[src/rtl/reciprocal_ctrl_if.sv]
// Signal bundle between the reciprocal controller and its surroundings:
// operand handshake, CORDIC datapath control and result handshake.
interface reciprocal_ctrl_if #(
    parameter int W = 32
);
    logic         in_valid;
    logic         in_ready;
    logic [W-1:0] in_x;
    logic [W-1:0] dp_x;
    logic         dp_loadX;
    logic         dp_start;
    logic         dp_done;
    logic [W-1:0] dp_out;
    logic         out_valid;
    logic         out_ready;
    logic [W-1:0] out_result;
    logic [1:0]   out_err;
    logic         busy;

    // Controller view
    modport slave (
        input  in_valid, in_x, dp_done, dp_out, out_ready,
        output in_ready, dp_x, dp_loadX, dp_start, out_valid, out_result, out_err, busy
    );

    // Producer / datapath / consumer view
    modport master (
        output in_valid, in_x, dp_done, dp_out, out_ready,
        input  in_ready, dp_x, dp_loadX, dp_start, out_valid, out_result, out_err, busy
    );
endinterface

[src/rtl/reciprocal_ctrl.sv]
// Sequencing controller for the CORDIC reciprocal datapath: accepts an
// operand, screens |x| < 0.5, pulses the core, waits for done with a
// timeout guard and holds the registered result until it is consumed.
module reciprocal_ctrl #(
    parameter int FLOAT_SIZE     = 24,
    parameter int INT_SIZE       = 8,
    parameter int TIMEOUT_CYCLES = 64
) (
    input  logic              clk,
    input  logic              rst,
    reciprocal_ctrl_if.slave  bus
);
    localparam int W  = INT_SIZE + FLOAT_SIZE;
    localparam int CW = $clog2(TIMEOUT_CYCLES) + 1;

    localparam logic signed [W-1:0] C_HALF  = W'(1) << (FLOAT_SIZE - 1);
    localparam logic signed [W-1:0] C_NHALF = -C_HALF;
    localparam logic [W-1:0]        C_MAX   = {1'b0, {(W-1){1'b1}}};
    localparam logic [W-1:0]        C_MIN   = {1'b1, {(W-1){1'b0}}};
    localparam logic [CW-1:0]       C_TLAST = CW'(TIMEOUT_CYCLES - 1);

    localparam logic [1:0] ERR_OK    = 2'b00;
    localparam logic [1:0] ERR_RANGE = 2'b01;
    localparam logic [1:0] ERR_TMO   = 2'b10;

    typedef enum logic [1:0] {
        S_IDLE,
        S_START,
        S_WAIT,
        S_OUT
    } state_t;

    state_t          r_state;
    state_t          w_next;
    logic [CW-1:0]   r_cnt;
    logic [W-1:0]    r_result;
    logic [1:0]      r_err;

    logic            w_accept;
    logic            w_in_range;
    logic            w_timeout;

    // Linear vectoring only converges for |x| >= 0.5; the most-negative
    // code satisfies x <= -HALF and is therefore accepted.
    assign w_in_range = ($signed(bus.in_x) >= C_HALF) || ($signed(bus.in_x) <= C_NHALF);
    assign w_accept   = bus.in_valid && (r_state == S_IDLE);
    assign w_timeout  = (r_cnt == C_TLAST);

    assign bus.dp_x       = bus.in_x;
    assign bus.out_result = r_result;
    assign bus.out_err    = r_err;

    // Next-state decode and state-derived handshake/control outputs
    always_comb begin
        w_next       = r_state;
        bus.in_ready = 1'b0;
        bus.dp_loadX = 1'b0;
        bus.dp_start = 1'b0;
        bus.out_valid = 1'b0;
        bus.busy     = 1'b1;
        case (r_state)
            S_IDLE: begin
                bus.in_ready = 1'b1;
                bus.busy     = 1'b0;
                bus.dp_loadX = w_accept;
                if (w_accept) w_next = w_in_range ? S_START : S_OUT;
            end
            S_START: begin
                bus.dp_start = 1'b1;
                w_next       = S_WAIT;
            end
            S_WAIT: begin
                if (bus.dp_done || w_timeout) w_next = S_OUT;
            end
            S_OUT: begin
                bus.out_valid = 1'b1;
                // Handoff cycle returns to IDLE; in_ready rises only after it
                if (bus.out_ready) w_next = S_IDLE;
            end
            default: w_next = S_IDLE;
        endcase
    end

    // State register
    always_ff @(posedge clk) begin
        if (rst) r_state <= S_IDLE;
        else     r_state <= w_next;
    end

    // Timeout counter and result/error capture; done beats a coincident timeout
    always_ff @(posedge clk) begin
        if (rst) begin
            r_cnt    <= '0;
            r_result <= '0;
            r_err    <= ERR_OK;
        end else begin
            case (r_state)
                S_IDLE: begin
                    if (w_accept && !w_in_range) begin
                        r_result <= bus.in_x[W-1] ? C_MIN : C_MAX;
                        r_err    <= ERR_RANGE;
                    end
                end
                S_START: r_cnt <= '0;
                S_WAIT: begin
                    if (bus.dp_done) begin
                        r_result <= bus.dp_out;
                        r_err    <= ERR_OK;
                    end else if (w_timeout) begin
                        r_result <= '0;
                        r_err    <= ERR_TMO;
                    end else begin
                        r_cnt <= r_cnt + CW'(1);
                    end
                end
                default: ;
            endcase
        end
    end
endmodule
[src/flat_wrapper.sv]
// flat-port wrapper written by rule: the top's interface ports become plain ports
module reciprocal_ctrl_flat 
#(
    parameter int FLOAT_SIZE     = 24,
    parameter int INT_SIZE       = 8,
    parameter int TIMEOUT_CYCLES = 64
)
  (clk, rst, bus_in_valid, bus_in_x, bus_dp_done, bus_dp_out, bus_out_ready, bus_in_ready, bus_dp_x, bus_dp_loadX, bus_dp_start, bus_out_valid, bus_out_result, bus_out_err, bus_busy);
  reciprocal_ctrl_if bus_i ();
  input  logic clk;
  input  logic rst;
  input wire logic [$bits(bus_i.in_valid)-1:0] bus_in_valid;
  input wire logic [$bits(bus_i.in_x)-1:0] bus_in_x;
  input wire logic [$bits(bus_i.dp_done)-1:0] bus_dp_done;
  input wire logic [$bits(bus_i.dp_out)-1:0] bus_dp_out;
  input wire logic [$bits(bus_i.out_ready)-1:0] bus_out_ready;
  output wire logic [$bits(bus_i.in_ready)-1:0] bus_in_ready;
  output wire logic [$bits(bus_i.dp_x)-1:0] bus_dp_x;
  output wire logic [$bits(bus_i.dp_loadX)-1:0] bus_dp_loadX;
  output wire logic [$bits(bus_i.dp_start)-1:0] bus_dp_start;
  output wire logic [$bits(bus_i.out_valid)-1:0] bus_out_valid;
  output wire logic [$bits(bus_i.out_result)-1:0] bus_out_result;
  output wire logic [$bits(bus_i.out_err)-1:0] bus_out_err;
  output wire logic [$bits(bus_i.busy)-1:0] bus_busy;
  assign bus_i.in_valid = bus_in_valid;
  assign bus_i.in_x = bus_in_x;
  assign bus_i.dp_done = bus_dp_done;
  assign bus_i.dp_out = bus_dp_out;
  assign bus_i.out_ready = bus_out_ready;
  assign bus_in_ready = bus_i.in_ready;
  assign bus_dp_x = bus_i.dp_x;
  assign bus_dp_loadX = bus_i.dp_loadX;
  assign bus_dp_start = bus_i.dp_start;
  assign bus_out_valid = bus_i.out_valid;
  assign bus_out_result = bus_i.out_result;
  assign bus_out_err = bus_i.out_err;
  assign bus_busy = bus_i.busy;
  reciprocal_ctrl #(.FLOAT_SIZE(FLOAT_SIZE), .INT_SIZE(INT_SIZE), .TIMEOUT_CYCLES(TIMEOUT_CYCLES)) u_core (.clk(clk), .rst(rst), .bus(bus_i));
endmodule
[config.mk]
export PLATFORM = sky130hd
export DESIGN_NAME = reciprocal_ctrl_flat
export DESIGN_NICKNAME = d
export VERILOG_FILES = /design/src/rtl/reciprocal_ctrl_if.sv /design/src/rtl/reciprocal_ctrl.sv /design/src/flat_wrapper.sv
export SDC_FILE = /design/constraint.sdc
export NUM_CORES = 1
export LEC_CHECK = 0
export ABC_AREA = 0
export CORE_MARGIN = 2
export CORE_UTILIZATION = 42
export CTS_CLUSTER_SIZE = 40
export DETAILED_ROUTE_END_ITERATION = 8
export PLACE_DENSITY = 0.87
export SLEW_MARGIN = 20
export SYNTH_ARGS = -nofsm -noshare
export SYNTH_HDL_FRONTEND = slang
export SYNTH_SLANG_ARGS = --single-unit
[constraint.sdc]
create_clock -name clk -period 6.02 [get_ports clk]
set_clock_uncertainty 0.05 [all_clocks]
set_input_delay 1.204 -clock clk [delete_from_list [all_inputs] [get_ports clk]]
set_output_delay 1.204 -clock clk [all_outputs]
set_load 0.02 [all_outputs]
# Yosys cells after proc, flatten, opt, wreduce, memory -nomap -nowiden
# Cells that the tools add are included.
[word_totals]
register_bits = 43
elab_cells = 51
latchBits = 0
output_inout_bits = 71
memories = 0
romBits = 0
mem_bits_rw = 0
[classes]
muxes = 22
eq_ne = 11
n_reduce_logical = 11
shift = 0
bitwise_logic = 0
div = 0
mul = 0
add_sub_neg = 1
order_cmp = 2
[op_table]
columns = ["operator", "n"]
rows = [
  ["$mux W32", 4],
  ["$pmux W32 S2", 1],
  ["$ge A32 B25 Y1 const B", 1],
  ["$le A32 B24 Y1 const B", 1],
  ["$mux W2", 7],
  ["$mux W7", 2],
  ["$pmux W7 S2", 1],
  ["$reduce_and A3 Y1", 3],
  ["$ne A2 B2 Y1 const B", 4],
  ["$pmux W2 S4", 1],
  ["$add A7 B1 Y7 const B", 1],
  ["$eq A7 B6 Y1 const B", 1],
  ["$mux W1", 5],
  ["$eq A2 B2 Y1 const B", 2],
  ["$ne A2 B1 Y1 const B", 2],
  ["$pmux W2 S2", 1],
  ["$reduce_bool A2 Y1", 2],
  ["$ne A3 B2 Y1 const B", 1],
  ["$eq A2 B1 Y1 const B", 1],
  ["$logic_and A1 B1 Y1", 2],
  ["$logic_not A2 Y1", 1],
  ["$logic_or A1 B1 Y1", 2],
  ["$logic_not A1 Y1", 1],
]

# Longest topological paths before layout
# Gate-level depths: netlist of run 1.
[logic_depth]
ltp_word = 6
ltp_mapped = 9
depth_no_buf = 7

# Worst setup path before layout of run 1
# No wires, ideal clock.
[synth_timing]
path_kind = "input port to flip-flop"
startpoint = "in bus_in_x[5]"
endpoint = "reg u_core.r_result[18], in the netlist u_core.bus.out_result[18]"
t_required_ns = 5.854
arrival_time_ns = 2.592
setup_time_ns = 0.116
path_stages = 7
setup_slack_ns = 3.262
path_cell_list = "or4_4 -> nor2_4 -> a221oi_4 -> o21a_1 -> buf_6 -> buf_6 -> o211a_1"
[synth_between]
elab_chain_cells = 6
elab_cells_between_ends = 7
[synth_rtl]
columns = ["item", "line_no", "rtl"]
rows = [
  ["start: declaration", "flat_wrapper.sv:13", "input wire logic [$bits(bus_i.in_x)-1:0] bus_in_x;"],
  ["$ge A32 B25 Y1 / $le A32 B24 Y1 (equally long branches)", "reciprocal_ctrl.sv:45", "assign w_in_range = ($signed(bus.in_x) >= C_HALF) || ($signed(bus.in_x) <= C_NHALF);"],
  ["$logic_or A1 B1 Y1 (*)", "reciprocal_ctrl.sv:45", ""],
  ["$logic_not A1 Y1 (*)", "reciprocal_ctrl.sv:99", "if (w_accept && !w_in_range) begin"],
  ["$logic_and A1 B1 Y1 (*)", "reciprocal_ctrl.sv:99", ""],
  ["$ne A2 B2 Y1 (no line) (*)", "--", ""],
  ["$reduce_and A3 Y1 (no line) (*)", "--", ""],
  ["end signal: assignment", "reciprocal_ctrl.sv:100", "r_result <= bus.in_x[W-1] ? C_MIN : C_MAX;"],
  ["end signal: assignment", "reciprocal_ctrl.sv:107", "r_result <= bus.dp_out;"],
  ["end: declaration", "reciprocal_ctrl.sv:36", "logic [W-1:0] r_result;"],
]
# Mark *: on every way between the ends. The rest lies on a longest branch, timed or not.
# A chain may end at the register's enable or synchronous reset.

# Worst setup path in the final report of run 1
[layout_timing]
startpoint = "in bus_in_valid"
endpoint = "out bus_dp_loadX"
[layout_between]
elab_chain_cells = 2
[layout_rtl]
columns = ["item", "line_no", "rtl"]
rows = [
  ["start: declaration", "flat_wrapper.sv:12", "input wire logic [$bits(bus_i.in_valid)-1:0] bus_in_valid;"],
  ["$logic_and A1 B1 Y1", "reciprocal_ctrl.sv:46", "assign w_accept = bus.in_valid && (r_state == S_IDLE);"],
  ["$mux W1", "reciprocal_ctrl.sv:61", "case (r_state)"],
  ["end: declaration", "flat_wrapper.sv:19", "output wire logic [$bits(bus_i.dp_loadX)-1:0] bus_dp_loadX;"],
]
# Every way passes these cells.

==> results of run 1 <==
-- metrics by stage --
stage | cell area (µm²) | hold WS [ps] | setup slack, ps
floorplan | 2460 | 395 | 3260
finish | 3740 | 404 | 2280
global route | 3740 | 437 | 2250
detailed placement | 3610 | 394 | 1800
CTS | 3730 | 406 | 2100
global placement | 3610 | 392 | 1870
-- critical path, delay by kind of cell --
| family | cells | cell delay, ps |
|---|---|---|
| buf+inv | 3 | 1190 |
| simple gates | 1 | 100 |
-- area by class of cell --
cell class                 count  area [µm²]
fill                         459        1840
tap                           72        90.1
multi-input combinational    170        1230
clock buffer                   6        82.6
sequential                    43         861
timing repair buffer         142        1410
clock inverter                 2        38.8
inverter                       6        22.5
-- Yosys cell counts, types with 2 or more instances --
master	count	area (µm²)
a211oi_1	2	15.0
a21oi_1	36	180
a221oi_1	2	17.5
buf_2	3	15.0
buf_4	32	240
buf_6	4	45.0
clkbuf_1	17	63.8
dfxtp_1	43	861
ha_1	5	62.6
inv_1	5	18.8
nand2_1	7	26.3
nand2b_1	3	18.8
nand3_1	3	15.0
nand4_1	2	12.5
nor2_1	15	56.3
nor2b_1	4	25.0
nor4_1	4	25.0
o211a_1	31	310
o211ai_1	31	233
o21a_1	3	22.5
o21ai_1	3	15.0
or4_4	2	22.5
xnor2_1	2	17.5
xor2_1	2	17.5
-- cells by family after synthesis --
logic type | synth area share
xor+xnor | 0.0142
flops | 0.349
buf+inv | 0.158
compound gates | 0.352
fa+ha+maj | 0.0254
simple gates | 0.101
-- routing by layer --
metal / track usage / share of wire / wire length (µm) / vias up
met5: 0 / 0 / 0 / -
met4: 0.0644 / 0.0081 / 56 / 0
met3: 0.0517 / 0.061 / 425 / 6
met2: 0.362 / 0.49 / 3370 / 83
met1: 0.265 / 0.44 / 3070 / 1090
li1: - / - / - / 1181
-- report_power, final --
| group | switching, mW | leakage [nW] | internal [mW] | total (mW) |
|---|---|---|---|---|
| logic | 0.324 | 1.24 | 0.280 | 0.604 |
| registers | 0.0393 | 0.349 | 0.346 | 0.385 |
| clock network | 0.101 | 0.0618 | 0.137 | 0.237 |
| total | 0.464 | 1.65 | 0.763 | 1.23 |
-- how the worst max path moves through the flow --
stage	endpoint	slack (ps)	cells after the start
6_report	bus_dp_loadX	2280	4
5_1_grt	u_core.bus.out_result[31]	2250	7
4_1_cts	u_core.bus.out_result[31]	2100	7
3_5_place_dp	u_core.bus.out_result[31]	1800	7
3_3_place_gp	u_core.bus.out_result[31]	1870	7
2_1_floorplan	u_core.bus.out_result[18]	3260	7
-- state kept, by name, summed over array words and instances, names as in the netlist --
name and flops:
u_core.bus.out_err 2, u_core.bus.out_result 32, u_core.r_cnt 7, u_core.r_state 2
==> flow_summary_export.csv, run 1 <==
group,metric,value,unit
yosys,ys_seq_elements,43,
routing,wl_per_cell,15.7,µm
job,cap_violations,0,
layout,stdcell_count,441,
placed_design,placement.io_buffers,139,
yosys,yosysUniqueCellTypes,39,
cts,cts-root-buf,"clkbuf_8",
global_routing,antenna_found_initial,0,
die,die-area,6490,µm²
layout,fin_util,0.670,
min_path,holdPathStages,2,
pwr,total_power,1.23,mW
cts,ctsHoldBuffers,0,
global_routing,grt_usage,0.213,
routing,drt-vias-per-instance,5.35,
sta,min_period_over_period,0.622,
yosys,ys_seq_area_frac,0.349,
cts,cts_buffers,5,
yosys,synthFlopType,"dfxtp_1",
global_routing,grt_max_degree,37,
worst_setup_path,crit_type,"in -> out",
worst_setup_path,arrival,2490,ps
die,core_area,5570,µm²
die,start_util,0.442,
routing,drt_iter0_markers,104,
yosys,synth-edff-count,0,
min_path,holdPathEnd,"u_core.bus.out_err[0]",
placed_design,gp_congestion,0.848,
routing,final_antenna_net_count,0,
sta,fmax,0.267,GHz
worst_setup_path,r2r-start,"u_core.r_state[0]",
cts,cts_buffer_depth,2,
sta,setup_violations,0,
worst_setup_path,cp-startpoint,"bus_in_valid",
layout,finalNetCount,442,
routing,dr.pass1.iters,4,
pwr,cellPowerDensity,328,nW/µm²
layout,area_delta_synth_final,51.7,%
yosys,syn_nets,350,
placed_design,place.detailed.hpwl,5140,µm
sta,rsz0062_at_grt,"false",
cts,postCtsSetupBuffers,0,
sta,relSlewSlack,0.350,
global_routing,grt_pass1_vias,2338,
worst_setup_path,path_max_fanout,2,
routing,drc_errors,0,
cts,cts_max_level,2,
worst_setup_path,startpoint_type,"input port",
worst_setup_path,critPathSlowestCell,"clkdlybuf4s50_1",
sta,final_hold_viol_count,0,
yosys,yosys_warnings,0,
layout,final_cell_mix,"clkdlybuf4s50_1 (139), dfxtp_1 (43), a21oi_1 (36), o211ai_1 (31), o211a_1 (31)",
routing,drt-total-wl,6920,µm
worst_setup_path,reg2reg_to,"u_core.bus.out_result[31]",
pwr,max-vdd-ir-drop,0.183,mV
min_path,min_from,"u_core.bus.out_err[0]",
min_path,min_path_type,"reg -> reg",
layout,final_common_cell,"clkdlybuf4s50_1",
sta,drv_slew,0,
placed_design,placed_cells,433,
die,fp-row-count,27,
cts,cts_tree,"done",
worst_setup_path,crit_chain,"clkdlybuf4s50_1 -> nand2_1 -> inv_1 -> clkdlybuf4s50_1",
worst_setup_path,required,4770,ps
cts,cts.clk_slew.worst_paths,90,ps
sta,period_needed,3740,ps
sta,tightest_slew,970,ps
status,outcome,"finished, final reports clean",
yosys,syn-mean-instance-area,8.93,µm²
cts,cts_resized,0,
die,die_x,80.6,µm
worst_setup_path,end_kind,"primary output",
layout,layout-drive-gt1-share,0.0542,
yosys,synth_cells,276,
routing,via_count,2360,
worst_setup_path,cp_slowest_stage_delay,620,ps
layout,antennaDiodeCount,0,
die,chipHeight,80.6,µm
worst_setup_path,ff2ff_setup_slack,3610,ps
global_routing,grt-ovfl-total,0,
sta,fin_setup_tns,0,ps
die,ios,140,
yosys,synth_async_sr_flop_share,0,
worst_setup_path,r2r_cells,7,
worst_setup_path,cpMostUsedCell,"clkdlybuf4s50_1",
global_routing,grt_pass1_wl,11000,µm
cts,numClockSinks,43,
pwr,leakage,1.65,nW
cts,clkLatencyLatePin,290,ps
yosys,synth_area,2460,µm²
Power figures use the tool's default switching activity.
==> run 2: changes to the inputs <==
- CORE_UTILIZATION: 42 -> 35
- PLACE_DENSITY: 0.87 -> 0.77
- clock period: 6.02 -> 3.3 ns (I/O delays scaled with it)
==> run 2 against run 1 <==
Compared with the run above:
- via count rose by 2.3%
- critical path depth is 2 lower
- combinational power up 85%
- sequential share of layout area shrank 0.33 points
- count of clock-buffer cells in the layout did not move
- cell count grew 6.6%
- critical path type unchanged
- critical endpoint is now bus_dp_x[31]
- largest cell class unchanged
==> flow_summary_export.csv, run 2 (same netlist as run 1, synthesis figures left out) <==
group,metric,value,unit
status,outcome,"finished, final reports clean",
cts,cts_tree,"done",
global_routing,grt_pass1_wl,11400,µm
global_routing,grt-ovfl-total,0,
worst_setup_path,required,2590,ps
worst_setup_path,r2r_cells,7,
sta,drv_slew,0,
global_routing,grt_max_degree,32,
die,ios,140,
worst_setup_path,ff2ff_setup_slack,1100,ps
cts,cts_buffer_depth,2,
sta,hold_ws,408,ps
job,cap_violations,0,
worst_setup_path,critPathBufInv,2,
routing,dr.pass1.iters,4,
sta,period_needed,2670,ps
placed_design,place.detailed.hpwl,5460,µm
layout,finalNetCount,448,
routing,drc_errors,0,
routing,drt-vias-per-instance,5.14,
layout,multiInputGateArea,1230,µm²
min_path,holdPathEnd,"u_core.bus.out_err[0]",
sta,fin_setup_tns,0,ps
global_routing,antenna_found_initial,0,
worst_setup_path,arrival,1960,ps
die,chipHeight,87.9,µm
global_routing,grt_usage,0.185,
pwr,max-vdd-ir-drop,0.349,mV
sta,relSlewSlack,0.479,
min_path,holdPathStages,2,
routing,wl_per_cell,15.4,µm
sta,rsz0062_at_grt,"false",
cts,numClockSinks,43,
pwr,total_power,2.22,mW
pwr,comb_power_share,0.505,
sta,final_hold_viol_count,0,
worst_setup_path,r2r-start,"u_core.r_state[0]",
worst_setup_path,crit_chain,"clkdlybuf4s50_1 -> clkdlybuf4s50_1",
layout,fill_cells,660,
min_path,min_from,"u_core.bus.out_err[0]",
cts,cts-root-buf,"clkbuf_8",
worst_setup_path,crit_family,"buffers and inverters",
worst_setup_path,critPathSlowestCell,"clkdlybuf4s50_1",
cts,cts.clk_slew.worst_paths,70,ps
cts,cts_max_level,2,
worst_setup_path,path_max_fanout,5,
routing,via_count,2415,
global_routing,grt_pass1_vias,2385,
sta,setup_violations,0,
layout,largest_reg_flops,32,
min_path,min_path_type,"reg -> reg",
pwr,swShare,0.379,
pwr,cellPowerDensity,585,nW/µm²
worst_setup_path,reg2reg_to,"u_core.bus.out_result[10]",
sta,tightest_slew,782,ps
die,die-area,7730,µm²
worst_setup_path,startpoint_type,"input port",
pwr,leakage,1.67,nW
pwr,internal_power,1.38,mW
worst_setup_path,end_kind,"primary output",
placed_design,placement.io_buffers,139,
routing,drt_iter0_markers,108,
cts,cts_buffers,5,
layout,final_area,3790,µm²
cts,cts_resized,0,
worst_setup_path,cp_slowest_stage_delay,670,ps
routing,final_antenna_net_count,0,
sta,min_period_over_period,0.810,
layout,layout-drive-gt1-share,0.0588,
pwr,p_seq_frac,0.316,
die,start_util,0.363,
placed_design,post_dp_cell_area,3690,µm²
worst_setup_path,crit_type,"in -> out",
layout,final_cell_mix,"clkdlybuf4s50_1 (139), dfxtp_1 (43), a21oi_1 (36), o211ai_1 (31), o211a_1 (31)",
worst_setup_path,cpMostUsedCell,"clkdlybuf4s50_1",
cts,ctsHoldBuffers,0,
die,die_x,87.9,µm
layout,final_common_cell,"clkdlybuf4s50_1",
routing,drt-total-wl,7250,µm
layout,antennaDiodeCount,0,
cts,clkLatencyLatePin,290,ps
cts,postCtsSetupBuffers,0,
pwr,p_sw,841,µW
die,core_area,6790,µm²
sta,fmax,0.374,GHz
layout,fin_util,0.558,
placed_design,gp_congestion,0.727,
pwr,p_clk_frac,0.178,
layout,regArea,861,µm²
die,fp-row-count,30,
layout,area_delta_synth_final,53.9,%
-- run 2: cell types whose count changed in the layout (fill, tap and decap cells not counted), sizes merged --
| cell | change |
|---|---|
| buf | +6 |
| inv | -1 |
-- run 2: final cells by class --
| cell class | count | area share |
|---|---|---|
| timing repair buffer | 148 | 0.385 |
| multi-input combinational | 170 | 0.323 |
| sequential | 43 | 0.227 |
| tap | 96 | 0.0317 |
| clock buffer | 6 | 0.0191 |
| clock inverter | 1 | 0.00792 |
| inverter | 6 | 0.00594 |
-- run 2: routing by layer --
metal | GRT usage | part of all wire | up-vias
met2 | 0.299 | 0.48 | 88
met4 | 0.0685 | 0.017 | 0
li1 | - | - | 1186
met1 | 0.235 | 0.43 | 1126
met3 | 0.0509 | 0.069 | 15
met5 | 0 | 0 | -
-- run 2: how the worst max path moves through the flow --
stage | startpoint | to | slack [ps] | cells after the start
after floorplan | bus_in_x[5] | u_core.bus.out_result[18] | 1090 | 7
after global routing | bus_in_x[31] | bus_dp_x[31] | 550 | 2
after global placement | bus_in_x[31] | u_core.bus.out_result[12] | 490 | 7
final | bus_in_x[31] | bus_dp_x[31] | 630 | 2
after CTS | bus_in_x[31] | bus_dp_x[31] | 600 | 2
after detailed placement | bus_in_x[31] | u_core.bus.out_result[12] | 420 | 7
-- run 2: stage by stage --
step                instances  setup slack [ps]
global placement          463               489
floorplan                 276              1090
detailed placement        463               421
finish                    470               626
global route              470               553
CTS                       470               602
-- run 2: power by group through the flow --
stage               Combinational [mW]  Clock, mW  Sequential [mW]
floorplan                        0.563          0            0.818
global placement                  1.11          0            0.709
detailed placement                1.12          0            0.712
CTS                               1.13      0.402            0.702
global route                      1.21      0.421            0.714
finish                            1.12      0.395            0.701
==> run 3: changes to the inputs <==
- clock period: 3.3 -> 2.2 ns (I/O delays scaled with it)
==> run 3 against run 2 <==
Compared with the run above:
- non-clock buffer count grew 18
- power rose by 50%
- critical path depth rose by 5
- hold slack worse by 6.7 ps
- largest power group unchanged
==> flow_summary_export.csv, run 3 (same netlist as run 1, synthesis figures left out) <==
group,metric,value,unit
status,outcome,"finished, final reports clean",
layout,layout-drive-gt1-share,0.107,
routing,wl_per_cell,15.5,µm
worst_setup_path,arrival,2340,ps
layout,largest_reg_flops,32,
sta,fin_setup_tns,0,ps
pwr,max-vdd-ir-drop,0.439,mV
sta,fmax,0.455,GHz
routing,drt-total-wl,7560,µm
sta,period_needed,2200,ps
min_path,holdPathStages,2,
worst_setup_path,cp_slowest_stage_delay,450,ps
layout,antennaDiodeCount,0,
global_routing,antenna_found_initial,0,
global_routing,grt_pass1_wl,11800,µm
sta,relSlewSlack,0.532,
sta,final_hold_viol_count,0,
worst_setup_path,r2r_cells,8,
routing,drt-vias-per-instance,5.14,
die,start_util,0.363,
worst_setup_path,startpoint_type,"input port",
layout,area_delta_synth_final,63.5,%
placed_design,placed_cells,479,
worst_setup_path,crit_chain,"clkdlybuf4s50_1 -> nor4_1 -> and4_1 -> a221oi_4 -> o21a_4 -> clkbuf_16 -> o211a_1",
placed_design,gp_congestion,0.772,
die,die_x,87.9,µm
routing,final_antenna_net_count,0,
die,die-area,7730,µm²
pwr,leakage,1.88,nW
worst_setup_path,required,2340,ps
global_routing,grt-ovfl-total,0,
placed_design,place.detailed.hpwl,5510,µm
die,chipHeight,87.9,µm
placed_design,post_dp_cell_area,3840,µm²
die,core_area,6790,µm²
pwr,cellPowerDensity,825,nW/µm²
sta,drv_slew,0,
routing,dr.pass1.iters,4,
cts,numClockSinks,43,
global_routing,grt_max_degree,37,
pwr,total_power,3.32,mW
sta,tightest_slew,700,ps
sta,hold_ws,401,ps
worst_setup_path,path_max_fanout,10,
routing,drc_errors,0,
global_routing,grt_usage,0.191,
cts,cts_max_level,2,
cts,clkLatencyLatePin,290,ps
sta,rsz0062_at_grt,"false",
placed_design,placement.io_buffers,139,
cts,cts-root-buf,"clkbuf_8",
cts,ctsHoldBuffers,0,
layout,final_area,4030,µm²
worst_setup_path,ff2ff_setup_slack,220,ps
layout,stdcell_count,487,
cts,cts.clk_slew.worst_paths,80,ps
cts,cts_buffers,5,
cts,cts_buffer_depth,2,
layout,finalNetCount,466,
routing,via_count,2501,
worst_setup_path,critPathSlowestCell,"clkdlybuf4s50_1",
routing,drt_iter0_markers,148,
cts,cts_tree,"done",
job,cap_violations,0,
layout,final_cell_mix,"clkdlybuf4s50_1 (126), dfxtp_1 (43), a21oi_1 (36), o211ai_1 (31), o211a_1 (31)",
sta,min_period_over_period,0.999,
worst_setup_path,crit_type,"in -> reg",
die,ios,140,
global_routing,grt_pass1_vias,2420,
layout,final_common_cell,"clkdlybuf4s50_1",
layout,fill_cells,620,
sta,setup_violations,0,
die,fp-row-count,30,
min_path,min_path_type,"reg -> reg",
worst_setup_path,end_kind,"flip-flop",
[run 3: final cells by class]
cell class | instances | area (µm²) | share of cell area
Clock buffer | 6 | 72.6 | 0.0180
Inverter | 6 | 22.5 | 0.00559
Multi-Input combinational cell | 170 | 1240 | 0.309
Sequential cell | 43 | 861 | 0.214
Tap cell | 96 | 120 | 0.0298
Timing Repair Buffer | 166 | 1710 | 0.424
[run 3: layer usage]
layer	vias up	wire, µm	part of all wire	GRT usage
met5	-	0	0	0
met4	0	50	0.0066	0.0448
met3	6	418	0.055	0.0500
met2	81	3780	0.50	0.304
met1	1189	3300	0.44	0.259
li1	1225	-	-	-
[run 3: report_power, final]
| part | total, mW | switching, mW | internal (mW) |
|---|---|---|---|
| registers | 1.04 | 0.0986 | 0.946 |
| logic | 1.81 | 0.942 | 0.868 |
| clock network | 0.469 | 0.257 | 0.212 |
[run 3: timing repair]
action                     4_1_cts  5_1_grt
resized for setup                3       19
setup endpoints to repair        8       35
cloned                           0        2
setup buffers                    0        0
pin swaps                        0        6
[run 3: path summary, 6_finish.rpt]
check | to | from
setup / recovery | u_core.bus.out_result[9] | bus_in_x[13]
hold / removal | u_core.bus.out_err[0] | u_core.bus.out_err[0]
setup reg to reg | u_core.r_cnt[5] | u_core.r_state[1]
hold reg to reg | u_core.bus.out_err[0] | u_core.bus.out_err[0]
[run 3: critical path: cells and delay by family]
kind / cells / cell delay, ps
AOI/OAI and AO/OA: 3 / 570
and+or+nand+nor: 2 / 700
buffers and inverters: 2 / 620
[run 3: metrics by stage]
| stage | utilization | setup WS, ps |
|---|---|---|
| after global placement | 0.565 | -303 |
| after floorplan | - | 206 |
| after CTS | 0.576 | 6.18 |
| after detailed placement | 0.565 | -365 |
| after global routing | 0.593 | 0.937 |
| final | 0.593 | 2.91 |
